## config.mk

```make
export PLATFORM = sky130hd
export DESIGN_NAME = trojan_alu_sync
export DESIGN_NICKNAME = d
export VERILOG_FILES = /design/src/rtl/trojan_alu_sync.sv
export SDC_FILE = /design/constraint.sdc
export NUM_CORES = 1
export LEC_CHECK = 0
export ABC_AREA = 0
export CAP_MARGIN = 20
export CORE_ASPECT_RATIO = 1.5
export CORE_MARGIN = 3
export CORE_UTILIZATION = 32
export CTS_CLUSTER_SIZE = 20
export DETAILED_ROUTE_END_ITERATION = 12
export MAX_ROUTING_LAYER = met4
export PLACE_DENSITY = 0.58
export SYNTH_ARGS = -nofsm -noshare
export SYNTH_HDL_FRONTEND = slang
export SYNTH_SLANG_ARGS = --single-unit
```

## constraint.sdc

```tcl
create_clock -name clk -period 0.8 [get_ports clk]
set_input_delay 0.24 -clock clk [delete_from_list [all_inputs] [get_ports clk]]
set_output_delay 0.24 -clock clk [all_outputs]
set_load 0.02 [all_outputs]
```

## src/rtl/trojan_alu_sync.sv

```systemverilog
// Registered 4-op ALU (add/sub/and/or) with zero/carry flags and one-cycle latency.
// Define TROJAN_EN to compile in the rare-input trigger that corrupts the OR result.
module trojan_alu_sync #(
    parameter int               WIDTH        = 8,
    parameter logic [WIDTH-1:0] TRIG_A       = WIDTH'(8'hA5),
    parameter logic [WIDTH-1:0] TRIG_B       = WIDTH'(8'h5A),
    parameter logic [WIDTH-1:0] PAYLOAD_MASK = '1
) (
    input  logic             clk,
    input  logic             rst_n,
    input  logic             in_valid,
    input  logic [WIDTH-1:0] a,
    input  logic [WIDTH-1:0] b,
    input  logic [1:0]       opcode,
    output logic             out_valid,
    output logic [WIDTH-1:0] y,
    output logic             zero,
    output logic             carry
);

    typedef enum logic [1:0] {
        OP_ADD = 2'b00,
        OP_SUB = 2'b01,
        OP_AND = 2'b10,
        OP_OR  = 2'b11
    } op_e;

    logic [WIDTH-1:0] y_d, y_q;
    logic             carry_d, carry_q;
    logic             zero_d, zero_q;
    logic             valid_q;
    logic [WIDTH:0]   sum;
    logic             trig;

    assign sum = {1'b0, a} + {1'b0, b};

`ifdef TROJAN_EN
    // Stateless trigger: only the exact operand pair on an OR fires it.
    assign trig = in_valid && (op_e'(opcode) == OP_OR) && (a == TRIG_A) && (b == TRIG_B);
`else
    assign trig = 1'b0;
`endif

    always_comb begin
        y_d     = '0;
        carry_d = 1'b0;
        case (op_e'(opcode))
            OP_ADD: begin
                y_d     = sum[WIDTH-1:0];
                carry_d = sum[WIDTH];
            end
            OP_SUB: begin
                y_d     = a - b;
                carry_d = (a < b);
            end
            OP_AND: y_d = a & b;
            OP_OR: begin
`ifdef TROJAN_EN
                y_d = trig ? ((a | b) ^ PAYLOAD_MASK) : (a | b);
`else
                y_d = a | b;
`endif
            end
            default: y_d = '0;
        endcase
        // zero tracks the final result, payload included
        zero_d = (y_d == '0);
    end

    always_ff @(posedge clk or negedge rst_n) begin
        if (!rst_n) begin
            valid_q <= 1'b0;
            y_q     <= '0;
            zero_q  <= 1'b0;
            carry_q <= 1'b0;
        end else begin
            valid_q <= in_valid;
            if (in_valid) begin
                y_q     <= y_d;
                zero_q  <= zero_d;
                carry_q <= carry_d;
            end
        end
    end

    assign out_valid = valid_q;
    assign y         = y_q;
    assign zero      = zero_q;
    assign carry     = carry_q;

    // trig is unused in the clean build; keep it referenced for lint
    logic unused_trig;
    assign unused_trig = trig;

endmodule

```

# Word level (Yosys, flattened, before mapping)
# Index checks and enable logic that the tools add are counted.
# op_classes
addsub	2
order_cmp	1
eq_ne	3
mux	2
bitwise_logic	2
reduce_logical	2
# ops
op	count
8-bit one-hot mux with 4 select lines	1
8-bit by 8-bit adder with 9-bit output	1
8-bit bitwise AND	1
8-bit zero test	1
8-bit < comparator	1
8-bit bitwise OR	1
8-bit subtractor	1
2-bit == test (second input constant)	2
2-bit by 1-bit == test with 1-bit output (second input constant)	1
2-bit zero test	1
1-bit one-hot mux with 2 select lines	1
# totals
ff_bits	11
in_bits	21
output_inout_bits	11
wordCells	16

# Logic depth before layout (Yosys ltp)
# Gate-level depths: netlist (run 1).
# depth
ltp_word	3
ltp_mapped	10
depth_no_buf	10

# Worst setup path before layout (run 1)
# OpenSTA, ideal clock, no wires.
# synth_path
path_type	input port to flip-flop
start	input a[0]
end	register zero_q, in the netlist zero
setup_time_ns	0.066
t_arrival_ns	2.016
t_required_ns	0.734
setup_slack_ns	-1.281
stages	9
path_buffers	0
cell_sequence	ha_1 -> fa_1 -> xnor2_1 -> nor2_1 -> a21oi_1 -> o21ai_1 -> or3_1 -> nor4_1 -> a32o_2
# synth_between
elab_chain_len	3
elab_cells_between_ends	6
cone_classes	add/sub (2); mux (1); bitwise (2); reduce/logical (1)
# synth_lines
element	line_no	text
from (decl)	12	input logic [WIDTH-1:0] a,
8-bit subtractor, or another cell as far along	53	y_d = a - b;
8-bit one-hot mux with 4 select lines *	47	case (op_e'(opcode))
8-bit zero test *	67	zero_d = (y_d == '0);
to (signal assigned)	80	zero_q <= zero_d;
to (decl)	30	logic zero_d, zero_q;
# Every way passes the cells marked *; elsewhere a longest branch is shown, timed or not.
# A chain may end at the register's enable or synchronous reset.

# Worst setup path after layout (run 1)
# layout_path
start	input a[1]
end	register zero_q, in the netlist zero
# Same word-level chain as after synthesis.

==> run summary, run 1 <==
reg2reg start -> y[0]
DRT Pass-1 Iters -> 4
ANT cells -> 0
Post-synth EDFFs -> 0
Reg clk slew, reported paths -> 0.05 ns
Max FO, Critical Path -> 3
P_leak -> 0.00128 uW
worst min path class -> input port to async pin
GR Overflow Total -> 0
Rows -> 29
Yosys warnings -> 0
unique cell type count in the Yosys netlist -> 39
vias per std cell -> 5.20
core area -> 4280 um^2
Critical Path AT -> 2.10 ns
wire length per cell -> 15.1 um
ys flop type -> dfrtp_1
CP Class -> input port to flip-flop
largest net degree at the start of global routing -> 15
power density over the cells -> 1190 nW/um^2
synthesized cell area -> 1430 um^2
Critical path origin -> a[1]
sequential-to-total area share from yosys stat -> 19.2%
CTS buffer count -> 3
failing checks -> negative setup slack
cts hold-fix bufs -> 0
Syn Nets -> 219
area of the die -> 5330 um^2
Synth Instances -> 172
effective utilization at floorplan -> 33.4%
Root Buffer -> clkbuf_8
Worst slew margin -> 73.7%
most used cell, CP -> nand2_1
Area Overhead vs Synth -> 90.6%
endpoints failing setup -> 21
worst-margin pin slew -> 0.391 ns
Layout Utilization -> 63.7%
final cycle utilization of the critical path -> 240%
gr usage total -> 17.8%
Detail Route Antenna Nets -> 0
antenna violations before repair -> 0
Startpoint Class -> input port
worst path cell trace -> buf_8 > buf_4 > fa_2 > mux2i_1 > nand2_1 > o21ai_1 > nand2_1 > or3_4 > nor4_4 > a32o_2
maximum vdd drop -> 0.855 mV
GPL Wtd Cong -> 0.911
DRC viols -> 0
crit path max-delay cell type -> fa_2
vias post-DR -> 1,623
Setup Skew -> 0 ns
CTS tree -> yes
TritonCTS Sinks -> 11
status -> finished, violations left
post-synthesis async set-or-reset flop share -> 100%
pre-CTS WS -> -2.01 ns
min Tclk post-route -> 1.92 ns
vias in the first global route -> 1,671
Fillers -> 348
post-DP HPWL -> 3.31 mm
slowest stage delay, CP -> 0.45 ns
CTS Buffer Depth -> 2
f_max -> 521 MHz
Final Hold Violating Endpoints -> 0
H-Tree Depth -> 1
global-route wire length before repair -> 7.09 mm
Syn Area/Cell -> 8.32 um^2
RSZ-0062 raised after global routing -> yes
#FFs+latches synth -> 11
Die Ht -> 87.9 um
Placed Area -> 2270 um^2
max-slew violation count -> 0
die width -> 60.6 um
Clock Latency Late Sink -> 0.24 ns
WL final -> 4.72 mm
Req. time, crit path -> 0.98 ns
IO Count -> 32
starting DRC count in detailed routing -> 46
Fin Hold WS -> 0.318 ns
Max-Cap Viols -> 0
Power, Total -> 3250 uW
layout cell share with drive strength beyond 1 -> 61.3%
Design Area, Final -> 2730 um^2
Port Buffers -> 31
nets -> 314
final setup margin -> -1.12 ns
Crit. End Element -> flip-flop
==> cells in the final DEF, fill, tap and decap left out, types with 2 or more instances in the layout <==
cell             instances
a31oi_1                  3
ha_1                     8
a32oi_1                  2
mux2i_1                  5
inv_1                   14
inv_2                   10
buf_12                   2
o211ai_1                 5
o21ai_0                  3
clkdlybuf4s50_1          3
nand2b_4                 2
buf_8                    3
xnor2_1                  3
o31ai_1                  2
ha_4                    10
o21a_1                   2
nor2_2                   2
buf_6                   17
a21o_1                   4
buf_2                    4
clkbuf_8                 3
o21ai_2                  6
nor2_4                   3
dlymetal6s2s_1           2
a21oi_1                  3
ha_2                     6
dlygate4sd2_1            4
mux2_4                   4
nor2_1                   9
fa_2                     2
buf_4                   58
a21oi_4                  2
a21oi_2                  9
o21ai_1                  3
dfrtp_1                 11
clkdlybuf4s15_1          2
nand2_1                 10
==> final cells by class <==
cell class	count	area (um^2)	share of cell area, %
multi-input cells	127	1370	50.3
repair buffers	96	847	31.0
flip-flops and latches	11	275	10.1
inverters	28	131	4.81
well taps	46	57.6	2.11
clock buffers	4	45.0	1.65
==> metrics by stage <==
step	instances	TNS, ns
floorplan	172	-7.91
global placement	295	-20.70
detailed placement	295	-21.05
CTS	305	-11.06
global route	312	-11.83
finish	312	-11.13
==> timing repair <==
action / in CTS / in global routing
gates resized for setup: 169 / 29
endpoints found under the setup margin: 21 / 21
gates cloned: 1 / 1
buffers inserted: 7 / 6
pin swaps: 39 / 24
==> cells in the mapped netlist (3+ instances only) <==
cell	n	area (um^2)
inv_1	27	101
ha_1	24	300
nor2_1	14	52.6
a21oi_1	13	65.1
dfrtp_1	11	275
nand2_1	10	37.5
o21ai_0	10	50.1
mux2_2	5	56.3
mux2i_1	5	50.1
o211ai_1	5	37.5
a21o_1	4	30.0
xnor2_1	4	35.0
a31oi_1	3	18.8
nand2b_1	3	18.8
==> state kept, by name, indices dropped and copies added (netlist names) <==
| name | flops |
|---|---|
| out_valid | 1 |
| y | 8 |
| zero | 1 |
| carry | 1 |
==> power by group <==
part | internal (uW) | leakage (uW) | switching [uW]
clock network | 351 | 0.0000228 | 216
logic | 1080 | 0.00113 | 901
registers | 640 | 0.000129 | 62.0
==> critical path: cells and delay by family <==
family          cells  cell delay, ns
buf+inv             2            0.25
compound gates      2            0.28
mux                 1            0.15
fa+ha+maj           1            0.45
simple gates        4            0.74
==> path summary, 6_finish.rpt <==
kind	to	slack, ns	cells after the start
worst max-delay path	zero	-1.12	10
worst min-delay path	y[7]	0.32	2
worst max register to register	y[0]	-0.11	2
worst min register to register	y[1]	0.52	1
max in group asynchronous	y[4]	0.37	2
min in group clk	out_valid	0.39	2
==> cell families after synthesis <==
| group | Yosys count | share of synthesized area (%) |
|---|---|---|
| xor gates and xnor gates | 6 | 3.67 |
| and+or+nand+nor | 32 | 9.79 |
| muxes | 10 | 7.43 |
| DFF | 11 | 19.2 |
| AOI/OAI and AO/OA | 53 | 25.5 |
| buffers and inverters | 34 | 10.6 |
| adders and majority gates | 26 | 23.8 |
==> layer usage <==
layer  wire length, um  up-vias  part of all wire, %  global-route usage [%]
met4               153        0                  3.2                    6.71
met2              2810       47                   59                    34.5
met3               148       15                  3.1                    2.51
met1              1610      783                   34                    16.8
li1                  -      778                    -                       -
met5                 0        -                    0                       -
Power figures use the tool's default switching activity.
==> run 2: changes to the inputs <==
- GPL_TIMING_DRIVEN: default -> 0
- SETUP_SLACK_MARGIN: default -> 0.2
==> run summary, run 2 (synthesis results as in run 1) <==
worst-margin pin slew -> 0.482 ns (+0.0911 ns)
most frequent cells in the layout -> 25 x buf_6, 15 x inv_1, 15 x buf_4
pre-CTS WS -> -2.08 ns (-0.0730 ns)
commonest non-fill, non-tap cell in the layout -> buf_6
area of the multi-input gates -> 1330 um^2 (-3.3%)
reg2reg start -> y[3]
Rows -> 29 (unchanged)
post-DP HPWL -> 2.81 mm (-15%)
status -> finished, violations left
CP Class -> input port to flip-flop
RSZ-0062 raised after global routing -> yes
core area -> 4280 um^2 (unchanged)
min Tclk post-route -> 1.89 ns (-0.0272 ns)
Comb pwr share -> 58.0% (-2.9 points)
H-Tree Depth -> 1 (unchanged)
Worst slew margin -> 67.9% (-5.9 points)
GR Overflow Total -> 0 (unchanged)
Req. time, crit path -> 0.98 ns (about the same)
nets -> 279 (-11%)
final setup margin -> -1.09 ns (+0.0272 ns)
Critical path origin -> a[0]
Fillers -> 398 (+14%)
Crit. End Element -> flip-flop
Detail Route Antenna Nets -> 0 (unchanged)
Area Overhead vs Synth -> 71.3%
ANT cells -> 0 (unchanged)
final cycle utilization of the critical path -> 236% (-3.4 points)
Startpoint Class -> input port
Setup Skew -> 0 ns (unchanged)
wire length per cell -> 13.6 um (-10%)
Reg clk slew, reported paths -> 0.05 ns (about the same)
CTS buffer count -> 3 (unchanged)
max reg flops -> 8 (unchanged)
f_max -> 529 MHz (+1.4%)
P_leak -> 0.00109 uW (-15%)
CTS Buffer Depth -> 2 (unchanged)
CTS tree -> yes
internal power -> 1920 uW (-7.1%)
endpoints failing setup -> 21 (unchanged)
worst min path class -> input port to async pin
power density over the cells -> 1220 nW/um^2 (+2.7%)
Die Ht -> 87.9 um (unchanged)
Design Area, Final -> 2450 um^2 (-10%)
cts hold-fix bufs -> 0 (unchanged)
WL final -> 3.77 mm (-20%)
FF/Latch Area -> 287 um^2 (+4.1%)
Net Switching -> 1080 uW (-8.8%)
max-slew violation count -> 0 (unchanged)
starting DRC count in detailed routing -> 33 (-28%)
die width -> 60.6 um (unchanged)
IO Count -> 32 (unchanged)
global-route wire length before repair -> 6.29 mm (-11%)
vias in the first global route -> 1,479 (-11%)
Max-Cap Viols -> 0 (unchanged)
antenna violations before repair -> 0 (unchanged)
largest net degree at the start of global routing -> 12 (-3)
Clk pwr share -> 18.2% (+0.7 points)
area of the die -> 5330 um^2 (unchanged)
layout cell share with drive strength beyond 1 -> 55.4% (-5.9 points)
Port Buffers -> 31 (unchanged)
Root Buffer -> clkbuf_8
DRT Pass-1 Iters -> 4 (unchanged)
TritonCTS Sinks -> 11 (unchanged)
DRC viols -> 0 (unchanged)
sequential power share -> 23.8% (+2.2 points)
failing checks -> negative setup slack
maximum vdd drop -> 1.01 mV (+18%)
Clock Latency Late Sink -> 0.24 ns (about the same)
effective utilization at floorplan -> 33.4% (unchanged)
Max FO, Critical Path -> 4 (+1)
switching share of power -> 35.9% (-0.42 points)
Critical Path AT -> 2.07 ns (-0.03 ns)
Placed Area -> 1910 um^2 (-16%)
Final Hold Violating Endpoints -> 0 (unchanged)
GPL Wtd Cong -> 0.828 (-9.1%)
vias post-DR -> 1,405 (-13%)
gr usage total -> 15.5% (-2.3 points)
vias per std cell -> 5.07 (-2.5%)
-- run 2: power by group through the flow --
stage | clock network (uW) | logic [uW] | registers, uW
2_1_floorplan | 0 | 662 | 809
3_3_place_gp | 0 | 1220 | 704
3_5_place_dp | 0 | 1230 | 707
4_1_cts | 562 | 1650 | 714
5_1_grt | 590 | 1870 | 726
6_report | 544 | 1740 | 713
-- run 2: layout make-up --
| class | count | area share (%) |
|---|---|---|
| clock buffers | 4 | 1.84 |
| flip-flops and latches | 11 | 11.7 |
| well taps | 46 | 2.35 |
| inverters | 28 | 5.46 |
| repair buffers | 55 | 22.0 |
| multi-input cells | 127 | 54.1 |
| plain buffers | 6 | 2.55 |
-- run 2: final timing paths --
check / cells after the start / slack, ns / to
max: 10 / -1.09 / zero
min: 1 / 0.07 / out_valid
max reg2reg: 2 / -0.11 / y[3]
min reg2reg: 1 / 0.50 / y[1]
max in group asynchronous: 1 / 0.38 / y[1]
min in group clk: 1 / 0.42 / out_valid
-- run 2: critical path, cell delays in order --
cell     delay (ns)
buf_12         0.11
ha_4           0.17
fa_2           0.43
mux2i_1        0.15
nand2_1        0.07
o21ai_1        0.08
nand2_1        0.08
or3_1          0.40
nor4_2         0.14
a32o_2         0.19
-- run 2: metrics by stage --
stage / hold slack (ns) / total power [uW] / utilization [%] / TNS [ns] / cells
after detailed placement: 0.478 / 1940 / 44.6 / -23.10 / 249
final: 0.0660 / 3000 / 57.3 / -10.98 / 277
after floorplan: -0.0556 / 1470 / - / -7.92 / 172
after global routing: 0.103 / 3190 / 57.3 / -11.99 / 277
after CTS: 0.0759 / 2920 / 55.3 / -11.15 / 275
after global placement: 0.476 / 1920 / 44.6 / -22.60 / 249
-- run 2: repair_timing --
action	in CTS	in global routing
pin swaps	38	18
buffers inserted	21	2
setup endpoints to repair	33	21
cloned	1	0
resized for setup	187	16
-- run 2: layer usage --
layer	wire length [um]	part of all wire, %	GRT usage, %	vias to the layer above
li1	-	-	-	710
met1	1440	38	16.3	667
met2	2180	58	28.4	22
met3	88	2.3	2.51	6
met4	51	1.4	4.93	0
met5	0	0	-	-
==> run 3: changes to the inputs <==
- GPL_ROUTABILITY_DRIVEN: default -> 0
==> run summary, run 3 (synthesis results as in run 1) <==
r2r setup slk -> -0.10 ns (about the same)
Critical Path AT -> 2.05 ns (-0.02 ns)
endpoints failing setup -> 21 (unchanged)
worst path bufs/invs -> 2 (+1)
post-DP HPWL -> 2.83 mm (+0.90%)
reg2reg start -> y[0]
vias per std cell -> 5.15 (+1.4%)
Crit. End Element -> flip-flop
most frequent cells in the layout -> 22 x buf_6, 17 x buf_4, 16 x inv_1
largest net degree at the start of global routing -> 12 (unchanged)
Detail Route Antenna Nets -> 0 (unchanged)
CTS tree -> yes
Worst slew margin -> 68.1% (+0.17 points)
IO Count -> 32 (unchanged)
Clock Latency Late Sink -> 0.24 ns (about the same)
min Tclk post-route -> 1.92 ns (+0.0297 ns)
Fillers -> 403 (+1.3%)
sequential power share -> 24.0% (+0.2 points)
wl on met1 -> 1.49 mm (+3.4%)
Top Layer Used -> met4
Max-Cap Viols -> 0 (unchanged)
fin cells -> 275 (-0.72%)
WL final -> 4.02 mm (+6.8%)
internal power -> 1900 uW (-1.1%)
setup TNS -> -10.87 ns (+0.104 ns)
WL met3 -> 114 um (+30%)
Net Switching -> 1090 uW (+0.94%)
Startpoint Class -> input port
ANT cells -> 0 (unchanged)
Rows -> 29 (unchanged)
Port Buffers -> 31 (unchanged)
RSZ-0062 raised after global routing -> yes
crit path max-delay cell type -> o311ai_4
worst-margin pin slew -> 0.479 ns (-0.00256 ns)
core area -> 4280 um^2 (unchanged)
Design Area, Final -> 2380 um^2 (-2.9%)
Die Ht -> 87.9 um (unchanged)
Final Hold Violating Endpoints -> 0 (unchanged)
antenna violations before repair -> 0 (unchanged)
met2 wire length -> 2.33 mm (+6.7%)
worst min path class -> input port to async pin
Reg clk slew, reported paths -> 0.05 ns (about the same)
CP Class -> input port to flip-flop
placed cells -> 249 (unchanged)
f_max -> 521 MHz (-1.5%)
wire length per cell -> 14.6 um (+7.6%)
max reg flops -> 8 (unchanged)
maximum vdd drop -> 1.17 mV (+16%)
P_leak -> 0.00107 uW (-1.9%)
failing checks -> negative setup slack
Clk pwr share -> 18.3% (about the same)
Root Buffer -> clkbuf_8
Crit path max-delay family -> compound AO/OA/AOI/OAI gates
cts hold-fix bufs -> 0 (unchanged)
Comb pwr share -> 57.7% (-0.3 points)
Fin Hold WS -> 0.0627 ns (-0.00330 ns)
GR Overflow Total -> 0 (unchanged)
vias post-DR -> 1,415 (+0.71%)
starting DRC count in detailed routing -> 57 (+73%)
final setup margin -> -1.12 ns (-0.0297 ns)
vias in the first global route -> 1,488 (+0.61%)
max-slew violation count -> 0 (unchanged)
DRC viols -> 0 (unchanged)
commonest non-fill, non-tap cell in the layout -> buf_6
layout cell share with drive strength beyond 1 -> 55.0% (-0.39 points)
CTS Buffer Depth -> 2 (unchanged)
Worst Reg-to-Reg Cells -> 2 (unchanged)
TritonCTS Sinks -> 11 (unchanged)
Req. time, crit path -> 0.93 ns (-0.05 ns)
H-Tree Depth -> 1 (unchanged)
Max FO, Critical Path -> 3 (-1)
worst path cell trace -> buf_8 > buf_4 > ha_1 > o311ai_4 > a21oi_2 > o41ai_2 > xor2_1 > mux2i_1 > a32o_2
Layout Utilization -> 55.6% (-1.7 points)
status -> finished, violations left
Setup Skew -> 0 ns (unchanged)
area of the die -> 5330 um^2 (unchanged)
Worst R2R End -> y[0]
final cycle utilization of the critical path -> 240% (+3.7 points)
gr usage total -> 15.8% (+0.29 points)
switching share of power -> 36.4% (+0.47 points)
slowest stage delay, CP -> 0.34 ns (-0.09 ns)
DRT Pass-1 Iters -> 4 (unchanged)
Placed Area -> 1910 um^2 (unchanged)
global-route wire length before repair -> 6.35 mm (+1.1%)
CTS buffer count -> 3 (unchanged)
Area Overhead vs Synth -> 66.3%
power density over the cells -> 1250 nW/um^2 (+2.6%)
die width -> 60.6 um (unchanged)
nets -> 277 (-0.72%)
effective utilization at floorplan -> 33.4% (unchanged)
## run 3: what timing repair did
action                                  4_1_cts  5_1_grt
endpoints found under the setup margin       33       21
setup buffers                                17        4
pin swaps                                    29       16
cloned                                        0        1
gates resized for setup                     172       21
## run 3: final cells by class
cell class | instances | area [um^2] | share of cell area, %
multi-input combinational | 127 | 1320 | 55.2
clock buffer | 4 | 45.0 | 1.89
timing repair buffer | 53 | 484 | 20.3
inverter | 28 | 134 | 5.62
sequential | 11 | 287 | 12.0
tap | 46 | 57.6 | 2.42
buffer | 6 | 58.8 | 2.47
## run 3: worst max-delay path by stage
stage               startpoint    to  slack [ns]  depth (start not counted)
floorplan                 a[0]  zero       -1.16                          9
global placement          a[0]  zero       -2.06                         10
detailed placement        a[0]  zero       -2.09                         10
CTS                       a[0]  zero       -1.15                         11
global route              a[0]  zero       -1.22                         10
finish                    a[1]  zero       -1.12                          9
## run 3: power by group through the flow
stage / registers, uW / logic (uW) / clock network [uW]
2_1_floorplan: 809 / 662 / 0
3_3_place_gp: 705 / 1210 / 0
3_5_place_dp: 709 / 1230 / 0
4_1_cts: 717 / 1620 / 567
5_1_grt: 728 / 1850 / 596
6_report: 716 / 1720 / 547
## run 3: metrics by stage
stage	total power, uW	setup slack (ns)
final	2980	-1.12
after global routing	3180	-1.22
after CTS	2900	-1.15
after detailed placement	1940	-2.09
after global placement	1920	-2.06
after floorplan	1470	-1.16
## run 3: routing by layer
layer  GRT usage, %  up-vias
li1               -      701
met2           30.5       26
met3           2.51        9
met5              -        -
met1           15.6      679
met4           4.34        0
==> RTL change 1 (config.mk and constraints of run 1) <==
Build with the macro `TROJAN_EN` defined.
--- a/src/rtl/trojan_alu_sync.sv
+++ b/src/rtl/trojan_alu_sync.sv
@@ -1,5 +1,7 @@
 // Registered 4-op ALU (add/sub/and/or) with zero/carry flags and one-cycle latency.
 // Define TROJAN_EN to compile in the rare-input trigger that corrupts the OR result.
+`define TROJAN_EN
+
 module trojan_alu_sync #(
     parameter int               WIDTH        = 8,
     parameter logic [WIDTH-1:0] TRIG_A       = WIDTH'(8'hA5),
Check against the original RTL: not equivalent (Yosys sat finds a counterexample within 4 cycles, from zero or initial values and one cycle with rst_n low).
==> RTL change 1 against run 1 <==
The run still ends with negative setup slack left. Critical path depth rose by 1. Sequential power decreased by 0.7%. Setup slack worse by 280 ps. Fmax decreased by 13%. Count of clock-buffer cells in the layout unchanged. Via count rose by 34%. Total power increased by 6.8%. Sequential cell count unchanged. Design area rose by 26%. Synthesized cell count is 23% higher. Area after synthesis increased by 22%. Routed wire length increased by 41%. Critical path type unchanged. Largest power group unchanged.
==> RTL change 1: results (changes against run 1) <==
{| class="wikitable"
! Metric !! Value
|-
| Placed Cells incl. Taps || 384 (was 295)
|-
| Reg-to-Reg End || y[5]$_DFFE_PN0P_ (was y[0]$_DFFE_PN0P_)
|-
| Filler instances || 420 (was 348)
|-
| Starting DRC count in detailed routing || 131 (was 46)
|-
| Failing checks || negative setup slack (unchanged)
|-
| Post-synthesis xor/xnor area fraction || 1.509% (was 3.671%)
|-
| Overall routed net length || 6.633 mm (was 4.718 mm)
|-
| Mux share of post-synthesis cell area || 5.675% (was 7.430%)
|-
| Switching part of the total power || 35.51% (was 36.33%)
|-
| Clock distribution power || 539 uW (was 567 uW)
|-
| Post-synthesis net count || 259 (was 219)
|-
| Reg power frac || 20.1% (was 21.6%)
|-
| Max-Slew Margin vs Limit || 76.93% (was 73.74%)
|-
| Routed via count divided by cell count || 5.239 (was 5.202)
|-
| Crit Reg-Reg Startpoint || y[5]$_DFFE_PN0P_ (was y[0]$_DFFE_PN0P_)
|-
| Arrival time of the worst setup path || 2360 ps (was 2100 ps)
|-
| Setup-violating endpoint count in the final report || 21 (unchanged)
|-
| Sequential element share of the synthesized area || 15.80% (was 19.23%)
|-
| Adder and majority cell fraction of the synthesized area || 19.54% (was 23.78%)
|-
| Non-filler instance count after layout || 414 (was 312)
|-
| Fin Hold WS || 329.6 ps (was 317.9 ps)
|-
| Worst-case setup margin in the final layout || -1397 ps (was -1118 ps)
|-
| Run status || complete, but fails checks (unchanged)
|-
| First-pass GRT wire length || 10.45 mm (was 7.093 mm)
|-
| Pin count of the biggest net entering global routing || 12 (was 15)
|-
| Post-synthesis compound-gate area fraction || 20.55% (was 25.52%)
|-
| Mean instance size in the synthesized netlist || 8.215 sq um (was 8.322 sq um)
|-
| GRT Util Overall || 21.84% (was 17.80%)
|-
| Largest delay contributor family on the critical path || compound AO/OA/AOI/OAI gates (was simple AND/OR/NAND/NOR gates)
|-
| Biggest area contributors in the synthesized netlist || ha_1 (17%), dfrtp_1 (16%), inv_1 (5.0%) (was ha_1 (21%), dfrtp_1 (19%), inv_1 (7.1%))
|-
| Most numerous cell types in the synthesized netlist || ha_1 (24), inv_1 (23), nand2_1 (13) (was inv_1 (27), ha_1 (24), nor2_1 (14), a21oi_1 (13), dfrtp_1 (11))
|}
-- RTL change 1: repair_timing --
item / in CTS / in global routing
endpoints found under the setup margin: 22 / 21
resized for setup: 193 / 30
buffers inserted: 23 / 10
pin swaps: 51 / 27
-- RTL change 1: layer usage --
metal | global-route usage [%] | routed length [um]
met3 | 2.687 | 256
met2 | 39.35 | 3639
met1 | 23.85 | 2385
met4 | 8.983 | 351
met5 | - | 0
-- RTL change 1: layout make-up --
class / count / area share (%)
flip-flops and latches: 11 / 8.009
repair buffers: 139 / 35.57
multi-input cells: 168 / 49.51
well taps: 68 / 2.475
inverters: 24 / 3.131
clock buffers: 4 / 1.311
-- RTL change 1: how the worst max path moves through the flow --
stage / from / cells after the start / to / slack, ps
2_1_floorplan: a[0] / 9 / zero$_DFFE_PN0P_ / -1360
3_3_place_gp: a[0] / 12 / y[6]$_DFFE_PN0P_ / -2110
3_5_place_dp: a[0] / 12 / y[6]$_DFFE_PN0P_ / -2120
4_1_cts: a[0] / 12 / y[6]$_DFFE_PN0P_ / -1490
5_1_grt: a[0] / 12 / y[6]$_DFFE_PN0P_ / -1500
6_report: a[0] / 11 / y[4]$_DFFE_PN0P_ / -1400
-- RTL change 1: per-stage QoR --
| step | setup slack, ps | total power (uW) | cell area (sq um) | TNS (ps) |
|---|---|---|---|---|
| global placement | -2108 | 2378 | 2806 | -22910 |
| detailed placement | -2120 | 2395 | 2806 | -23220 |
| global route | -1495 | 3673 | 3437 | -14970 |
| finish | -1397 | 3467 | 3437 | -13870 |
| CTS | -1494 | 3340 | 3319 | -14590 |
| floorplan | -1361 | 1515 | 1846 | -10360 |
==> RTL change 2 (flow settings as in run 1) <==
Made on the original files. Register the output `zero` once more; this adds one clock of latency there. The other outputs are not delayed to match. Comments in the files are not updated.
--- a/src/rtl/trojan_alu_sync.sv
+++ b/src/rtl/trojan_alu_sync.sv
@@ -85,7 +85,9 @@
 
     assign out_valid = valid_q;
     assign y         = y_q;
-    assign zero      = zero_q;
+    always_ff @(posedge clk) begin
+        zero <= zero_q;
+    end
     assign carry     = carry_q;
 
     // trig is unused in the clean build; keep it referenced for lint
Function: changed (Yosys sat finds a counterexample within 4 cycles, from zero or initial values and one cycle with rst_n low).
==> RTL change 2 against run 1 <==
The run still ends with negative setup slack left. Area after synthesis increased by 1.4%. Design area fell by 0.64%. Non-clock buffer count down 2. Sequential cell count increased by 1. Setup slack better by 1.1 ps. Total power is 2.0% higher. Sequential share of layout area is 0.85 points higher. Core utilization is 0.94 points lower. Combinational power decreased by 4%. Routed wire length is 9.3% lower. Critical path type unchanged.
==> RTL change 2: results (changes against run 1) <==
{| class="wikitable"
! Metric !! Value
|-
| Run status || complete, but fails checks (unchanged)
|-
| Failing checks || negative setup slack (unchanged)
|-
| Clock Skew || 0.1702 ps (was 0 ps)
|-
| Final nets || 313 (was 314)
|-
| Setup TNS after final layout || -10800 ps (was -11130 ps)
|-
| Leak || 0.001260 uW (was 0.001279 uW)
|-
| Worst slack after detailed placement || -1981 ps (was -2008 ps)
|-
| Number of flip-flops under the largest register name || 8 (unchanged)
|-
| M2 GR Usage || 33.20% (was 34.47%)
|-
| Amount of wire on met3 after detailed routing || 93 um (was 148 um)
|-
| Library cell contributing the largest single delay on the critical path || ha_4 (was fa_2)
|-
| Cells on worst reg2reg path || 2 (unchanged)
|-
| GRT Util Overall || 17.06% (was 17.80%)
|-
| Setup-violating endpoint count in the final report || 21 (unchanged)
|-
| Starting DRC count in detailed routing || 39 (was 46)
|-
| DP Area || 2263 sq um (was 2266 sq um)
|-
| Sequential element share of the synthesized area || 20.34% (was 19.23%)
|-
| Fraction of registers with async set or reset after synthesis || 91.67% (was 100.0%)
|-
| Global-route met1 utilization || 17.19% (was 16.79%)
|-
| Most numerous cell types in the synthesized netlist || inv_1 (27), ha_1 (24), nor2_1 (14), a21oi_1 (13), dfrtp_1 (11) (unchanged)
|-
| Fraction of met3 tracks used by global routing || 2.774% (was 2.507%)
|-
| Pin count of the biggest net entering global routing || 12 (was 15)
|-
| Post-synthesis net count || 220 (was 219)
|-
| Biggest area contributors in the synthesized netlist || ha_1 (21%), dfrtp_1 (19%), inv_1 (7.0%) (was ha_1 (21%), dfrtp_1 (19%), inv_1 (7.1%))
|-
| Routed via count divided by cell count || 4.961 (was 5.202)
|-
| Half-perimeter wire length after detailed placement || 3.167 mm (was 3.307 mm)
|-
| Worst-case setup margin in the final layout || -1117 ps (was -1118 ps)
|-
| Arrival time of the worst setup path || 2050 ps (was 2100 ps)
|-
| Routed length per instance || 13.75 um (was 15.12 um)
|-
| CP max stage delay || 250 ps (was 450 ps)
|-
| Wire length on met1 || 1.599 mm (was 1.611 mm)
|-
| Max-Slew Margin vs Limit || 78.40% (was 73.74%)
|-
| Largest voltage drop on the vdd net || 0.0009538 V (was 0.0008553 V)
|-
| Number of levels in the clock H-tree || 1 (unchanged)
|-
| Vias in the first global route || 1650 (was 1671)
|-
| Share of cells above drive strength 1 || 60.75% (was 61.28%)
|-
| First-pass GRT wire length || 6.941 mm (was 7.093 mm)
|-
| Largest delay contributor family on the critical path || compound AO/OA/AOI/OAI gates (was simple AND/OR/NAND/NOR gates)
|-
| Number of vias after detailed routing || 1543 (was 1623)
|-
| Most used flip-flop cell after synthesis || dfrtp_1 (unchanged)
|-
| Total net switching power || 1138 uW (was 1180 uW)
|-
| Placed Cells incl. Taps || 293 (was 295)
|-
| Wire length on met2 || 2.546 mm (was 2.805 mm)
|-
| Weighted congestion reported at the end of routability-driven placement || 0.8090 (was 0.9114)
|}
[RTL change 2: cell count changes after synthesis, sizes merged]
cell | before | now
dfxtp | 0 | 1
[RTL change 2: path summary, 6_finish.rpt]
| kind | from | to | slack [ps] |
|---|---|---|---|
| setup reg to reg | y[0]$_DFFE_PN0P_ | y[0]$_DFFE_PN0P_ | -120 |
| min in group clk | zero_q$_DFFE_PN0P_ | zero$_DFF_P_ | 390 |
| setup / recovery | a[1] | y[7]$_DFFE_PN0P_ | -1120 |
| hold reg to reg | zero_q$_DFFE_PN0P_ | zero$_DFF_P_ | 390 |
| max in group asynchronous | rst_n | carry$_DFFE_PN0P_ | 370 |
| hold / removal | rst_n | y[0]$_DFFE_PN0P_ | 320 |
[RTL change 2: cell families after synthesis]
| group | synth area share (%) |
|---|---|
| XOR/XNOR | 3.621 |
| AND/OR/NAND/NOR | 9.656 |
| buffers and inverters | 10.43 |
| flip-flops | 20.34 |
| multiplexers | 7.327 |
| AO/OA/AOI/OAI | 25.17 |
| adder cells (fa/ha/maj) | 23.45 |
[RTL change 2: repair_timing]
item                                    in CTS  in global routing
endpoints found under the hold margin        0                  0
setup buffers                               12                  8
resized for setup                          165                 26
pin swaps                                   43                 27
endpoints found under the setup margin      21                 21
[RTL change 2: power by group through the flow]
stage | Clock [uW] | Combinational [uW] | Sequential [uW]
2_1_floorplan | 0 | 662 | 843
3_3_place_gp | 0 | 1460 | 744
3_5_place_dp | 0 | 1480 | 745
4_1_cts | 662 | 1740 | 750
5_1_grt | 709 | 2050 | 764
6_report | 658 | 1900 | 756
[RTL change 2: area by class of cell]
cell class | count | area (sq um)
repair buffers | 94 | 814.5
fillers | 374 | 1607
clock buffers | 4 | 55.05
inverters | 28 | 128.9
well taps | 46 | 57.56
flip-flops and latches | 12 | 296.5
multi-input cells | 127 | 1359
